===== src/rtl/m_andn_detect_if.sv =====
// Bus bundle for m_andn_detect: match/mask inputs, control strobes and detector outputs.
interface m_andn_detect_if #(
  parameter int WIDTH = 11
);
  logic [WIDTH-1:0] A;
  logic [WIDTH-1:0] MASK;
  logic             EN;
  logic             CLR;
  logic             B;
  logic             B_RISE;
  logic             STICKY;

  modport master (output A, MASK, EN, CLR, input B, B_RISE, STICKY);
  modport slave  (input A, MASK, EN, CLR, output B, B_RISE, STICKY);
endinterface


===== src/rtl/m_andn_detect.sv =====
// Masked wide-AND detector: 4-input NAND/NOR reduction tree (optionally registered per level)
// followed by a HOLD-cycle qualifier. Define ANDN_DETECT_STICKY_EN to build the STICKY flag.
module m_andn_detect #(
  parameter int WIDTH = 11,
  parameter int PIPE  = 1,
  parameter int HOLD  = 1
) (
  input logic            MasterClock,
  input logic            RESETL,
  m_andn_detect_if.slave bus
);

  function automatic int f_levels(input int w);
    int l;
    l = 1;
    while ((4 ** l) < w) l++;
    return l;
  endfunction

  localparam int LEVELS = f_levels(WIDTH);
  localparam int NTERM  = 4 ** LEVELS;
  localparam int CW     = $clog2(HOLD + 1);
  localparam logic [CW-1:0] HOLD_C = CW'(HOLD);

  // Unused tree leaves are padded true so they never block the AND.
  logic [NTERM-1:0] term;
  always_comb begin
    term            = '1;
    term[WIDTH-1:0] = bus.A | ~bus.MASK;
  end

  // Levels alternate NAND/NOR; each level output is re-expressed in true polarity so a
  // reset-cleared pipeline register reads as "not matched" rather than a phantom match.
  for (genvar l = 0; l < LEVELS; l++) begin : g_lvl
    localparam int NI = 4 ** (LEVELS - l);
    localparam int NO = NI / 4;
    logic [NI-1:0] in_t;
    logic [NO-1:0] grp_d;
    logic [NO-1:0] out_t;

    if (l == 0) begin : g_in0
      assign in_t = term;
    end else begin : g_inn
      assign in_t = g_lvl[l-1].out_t;
    end

    always_comb begin
      grp_d = '0;
      for (int g = 0; g < NO; g++) begin
        if (l % 2 == 0) grp_d[g] = ~(~&in_t[4*g +: 4]);
        else            grp_d[g] = ~|(~in_t[4*g +: 4]);
      end
    end

    if (PIPE != 0) begin : g_reg
      logic [NO-1:0] grp_q;
      always_ff @(posedge MasterClock or negedge RESETL) begin
        if (!RESETL) grp_q <= '0;
        else         grp_q <= grp_d;
      end
      assign out_t = grp_q;
    end else begin : g_comb
      assign out_t = grp_d;
    end
  end

  logic raw;
  assign raw = g_lvl[LEVELS-1].out_t[0];

  logic [CW-1:0] cnt_d, cnt_q;
  logic          b_d, b_q;
  logic          rise_d, rise_q;

  always_comb begin
    cnt_d = '0;
    if (bus.EN && raw) cnt_d = (cnt_q == HOLD_C) ? HOLD_C : cnt_q + 1'b1;
    b_d    = (cnt_d == HOLD_C);
    rise_d = b_d && !b_q;
  end

  always_ff @(posedge MasterClock or negedge RESETL) begin
    if (!RESETL) begin
      cnt_q  <= '0;
      b_q    <= 1'b0;
      rise_q <= 1'b0;
    end else begin
      cnt_q  <= cnt_d;
      b_q    <= b_d;
      rise_q <= rise_d;
    end
  end

  assign bus.B      = b_q;
  assign bus.B_RISE = rise_q;

`ifdef ANDN_DETECT_STICKY_EN
  logic sticky_d, sticky_q;

  // A rise beats a coincident clear; clears are ignored while the detector is disabled.
  always_comb begin
    sticky_d = sticky_q;
    if (rise_q)                  sticky_d = 1'b1;
    else if (bus.CLR && bus.EN)  sticky_d = 1'b0;
  end

  always_ff @(posedge MasterClock or negedge RESETL) begin
    if (!RESETL) sticky_q <= 1'b0;
    else         sticky_q <= sticky_d;
  end

  assign bus.STICKY = sticky_q;
`else
  logic unused_clr;
  assign unused_clr = bus.CLR;
  assign bus.STICKY = 1'b0;
`endif

endmodule


===== src/flat_wrapper.sv =====
// flat-port wrapper written by rule: the top's interface ports become plain ports
module m_andn_detect_flat 
#(
  parameter int WIDTH = 11,
  parameter int PIPE  = 1,
  parameter int HOLD  = 1
)
  (MasterClock, RESETL, bus_A, bus_MASK, bus_EN, bus_CLR, bus_B, bus_B_RISE, bus_STICKY);
  m_andn_detect_if #(.WIDTH(WIDTH)) bus_i ();
  input logic MasterClock;
  input logic RESETL;
  input wire logic [$bits(bus_i.A)-1:0] bus_A;
  input wire logic [$bits(bus_i.MASK)-1:0] bus_MASK;
  input wire logic [$bits(bus_i.EN)-1:0] bus_EN;
  input wire logic [$bits(bus_i.CLR)-1:0] bus_CLR;
  output wire logic [$bits(bus_i.B)-1:0] bus_B;
  output wire logic [$bits(bus_i.B_RISE)-1:0] bus_B_RISE;
  output wire logic [$bits(bus_i.STICKY)-1:0] bus_STICKY;
  assign bus_i.A = bus_A;
  assign bus_i.MASK = bus_MASK;
  assign bus_i.EN = bus_EN;
  assign bus_i.CLR = bus_CLR;
  assign bus_B = bus_i.B;
  assign bus_B_RISE = bus_i.B_RISE;
  assign bus_STICKY = bus_i.STICKY;
  m_andn_detect #(.WIDTH(WIDTH), .PIPE(PIPE), .HOLD(HOLD)) u_core (.MasterClock(MasterClock), .RESETL(RESETL), .bus(bus_i));
endmodule

===== config.mk =====
export PLATFORM = sky130hd
export DESIGN_NAME = m_andn_detect_flat
export DESIGN_NICKNAME = d
export VERILOG_FILES = /design/src/rtl/m_andn_detect_if.sv /design/src/rtl/m_andn_detect.sv /design/src/flat_wrapper.sv
export SDC_FILE = /design/constraint.sdc
export NUM_CORES = 1
export LEC_CHECK = 0
export ABC_AREA = 1
export BUFFER_PORTS_ARGS = -buffer_cell sky130_fd_sc_hd__buf_4
export CAP_MARGIN = 10
export CORE_AREA = 3 3 40 42
export CTS_BUF_LIST = sky130_fd_sc_hd__clkbuf_16
export DETAILED_ROUTE_END_ITERATION = 10
export DIE_AREA = 0 0 43 45
export PLACE_DENSITY = 0.55
export SLEW_MARGIN = 20
export SYNTH_ARGS = -nofsm -noshare
export SYNTH_HDL_FRONTEND = slang
export SYNTH_SLANG_ARGS = --single-unit

===== constraint.sdc =====
create_clock -name MasterClock -period 0.8 [get_ports MasterClock]
set_input_delay 0.12 -clock MasterClock [delete_from_list [all_inputs] [get_ports MasterClock]]
set_output_delay 0.12 -clock MasterClock [all_outputs]
set_load 0.02 [all_outputs]

# Word-level counts from Yosys, hierarchy flattened
# Index checks and enable logic that the tools add are counted.
# word_totals
regBits,7
wordCells,18
# op_classes
addsub,1
muxes,2
n_bitwise,3
n_reduce_logical,8
# ops
op,count
$not 11->11,1
$or 11x11->11,1
$reduce_and 4->1,2
$not 4->4,1
$reduce_or 4->1,1
$reduce_and 3->1,1
$logic_and 1x1->1,2
$logic_not 1->1,2
$mux 1,2
$add 1x1->1 const B,1

# Depth between registers and ports, before layout
# depth
ltp_word,4
mapped_depth,4

# Least setup slack after synthesis
# No wires, ideal clock.
# synth_path
path_kind,flip-flop to flip-flop
start,reg u_core.cnt_q
end,reg u_core.rise_q (netlist: u_core.bus.B_RISE)
arrival_time_ps,491
t_required_ps,674
slack_ps,183
path_stages_with_launch,2
n_path_buf,0
synth_period_minus_slack_ps,617
cell_sequence,dfrtp_1 -> nor2_1
# synth_between
elab_chain_cells,4
# synth_lines
element,line_no,source
"start, declared",m_andn_detect.sv:70,"logic [CW-1:0] cnt_d, cnt_q;"
"start signal, assigned",m_andn_detect.sv:87,cnt_q <= cnt_d;
$add 1x1->1,m_andn_detect.sv:76,if (bus.EN && raw) cnt_d = (cnt_q == HOLD_C) ? HOLD_C : cnt_q + 1'b1;
$mux 1 (2 in series),m_andn_detect.sv:76,
$logic_and 1x1->1 (*),m_andn_detect.sv:78,rise_d = b_d && !b_q;
named net u_core.rise_d,m_andn_detect.sv:72,"logic rise_d, rise_q;"
"end signal, assigned",m_andn_detect.sv:89,rise_q <= rise_d;
"end, declared",m_andn_detect.sv:72,
# Mark *: on every way through the listed nets, which the timed path passes. The rest lies on a longest branch.

==> impl_results.md <==
- Largest net degree at the start of global routing: 8
- Synth Warn #: 0
- I/O Buffers: 26
- Vias in the first global route: 302
- Pins over their slew limit: 0
- Die Y: 45 µm
- Sequential power share: 28.1%
- Switching part of the total: 16.8%
- Starting Density: 25.3%
- Insertion delay to the later sink of the worst-skew pair: 0.23 ns
- Cell Area, Synth: 325 µm²
- Internal: 1120 µW
- Number of routed nets with antenna violations: 0
- Status: finished, violations left
- CTS Buffer Depth: 2
- Worst hold slack: 0.110 ns
- HP Class: primary input to register
- PwrDens: 2140 nW/µm²
- Count of cell types in the netlist: 6
- Gr usage total: 8.14%
- ANT cells: 0
- Worst Path Buf+Inv: 1
- Final HPWL DP: 552 µm
- Routed length per instance: 7.13 µm
- Synth Register Bits: 7
- Max_cap viols: 0
- Fin nets: 103
- Critical path startpoint category: register
- Worst-path fanout max: 2
- Clock Pin Slew Worst Setup and Hold Paths: 0.03 ns
- Crit Path Category: register to primary output
- Vias per cell: 3.56
- Gpl congestion: 0.677
- Crit path required time: 0.68 ns
- Critical Path AT: 0.74 ns
- DRC Markers: 0
- Unrepaired setup endpoints after global routing: yes
- Clock Skews: 0.000479 ns
- CP max stage delay: 0.38 ns
- Fmax achieved: 1.17 GHz
- DR vias: 324
- Net Sw Power: 226 µW
- Clk root buf: clkbuf_16
- Synth-to-Final Area Change: 93.1%
- Mean Syn Cell Area: 7.07 µm²
- Synth Instances: 46
- Final hold violation count: 0
- Post-route cell area: 628 µm²
- Postcts setup bufs: 0
- CTS HTree Levels: 1
- First-pass GRT wire length: 1.12 mm
- Total wire length: 649 µm
- Initial antenna violation count: 0
- Critical path's slowest cell: dfrtp_1
- Tot Pwr: 1340 µW
- Post-synthesis sequential area ratio: 53.8%
- Sink Count: 7
- Setup violations, final: 2
- TritonCTS buffer count: 3
- Worst Setup End Kind: primary output
- Grt total ovfl: 0
- Worst path top cell family by delay: flip-flops
- Setup ws final: -0.0574 ns
- DR iter-0 viols: 2
- Core ar.: 1280 µm²
- Die area: 1940 µm²
- Share of cells above drive strength 1: 38.2%
- Failing checks: setup timing
- Worst IR Drop VDD: 0.000727 V
- Clock share of power: 61.1%
- Leakage: 0.000400 µW
- Die width: 43 µm
- CP cell instances: buf_6
- First-pass DRT Iterations: 2
- Syn_nets: 72
- Final period utilization: 107%
- Placed Instance Area: 532 µm²
- Rows: 13
- Share of power burned in combinational logic: 10.8%
- CTS tree: done
- Ports: 29
- DP Worst Slack: 0.167 ns
- Crit path time final: 0.857 ns
-- state kept, by name, indices dropped and copies added, names as in the netlist --
signal and cells:
u_core.cnt_q 1, u_core.bus.B_RISE 1, u_core.g_lvl.g_reg.grp_q 5
-- power groups by stage --
stage,combinational (µW),sequential [µW],clock [µW]
2_1_floorplan,45.4,383,0
3_3_place_gp,141,382,0
3_5_place_dp,143,382,0
4_1_cts,147,378,838
5_1_grt,166,380,856
6_report,145,378,821
-- layout make-up --
type	instances	area [µm²]
Timing Repair Buffer	27	213
Clock inverter	1	3.75
Sequential cell	7	175
Inverter	12	45.0
Tap cell	15	18.8
Multi-Input combinational cell	26	97.6
Fill cell	139	657
Clock buffer	3	75.1
-- through the flow --
stage / utilization, % / setup TNS (ns) / instances
after floorplan: - / 0 / 46
final: 48.9 / -0.0982 / 91
after detailed placement: 41.4 / 0 / 86
after global routing: 48.9 / -0.132 / 91
after global placement: 41.4 / 0 / 86
after CTS: 48.9 / -0.110 / 91
-- cell usage after synthesis --
master	count	area [µm²]
nand2_1	18	67.6
dfrtp_1	7	175
nor2_1	6	22.5
inv_1	12	45.0
conb_1	2	7.51
buf_4	1	7.51
-- worst paths after layout --
kind / startpoint / endpoint / slack [ns] / cells after the start
min reg2reg: u_core.cnt_q / u_core.bus.B_RISE / 0.44 / 1
min: bus_EN / u_core.cnt_q / 0.11 / 3
max in group asynchronous: RESETL / u_core.g_lvl[0].g_reg.grp_q[2] / 0.44 / 2
max reg2reg: u_core.g_lvl[1].g_reg.grp_q / u_core.bus.B_RISE / 0.22 / 2
max: u_core.cnt_q / bus_B / -0.06 / 1
min in group asynchronous: RESETL / u_core.g_lvl[1].g_reg.grp_q / 0.25 / 2
-- repair_timing --
item | in CTS | in global routing
resized for setup | 2 | 0
hold buffers | 1 | 0
endpoints found under the setup margin | 2 | 2
hold endpoints to repair | 7 | 0
-- layer usage --
layer,global-route usage (%),up-vias,wire length [µm]
met5,0,-,0
met4,5.42,0,9
met3,4.78,2,105
met2,12.3,21,289
met1,8.64,121,244
li1,-,180,-
-- cells in the final DEF (no fill, tap or decap) --
master and n:
inv_1 13, dlygate4sd3_1 1, conb_1 2, buf_4 24, clkbuf_16 3, dfrtp_1 7
buf_6 2, nand2_1 18, nor2_1 6
-- logic make-up (layout without fill, tap and decap cells) --
kind of cell	after synthesis	in the layout	synth area share, %
DFF	7	7	53.8
and+or+nand+nor	24	24	27.7
other	2	2	2.31
buffers and inverters	13	43	16.2
Note: power is estimated with default switching activity, not from simulation.
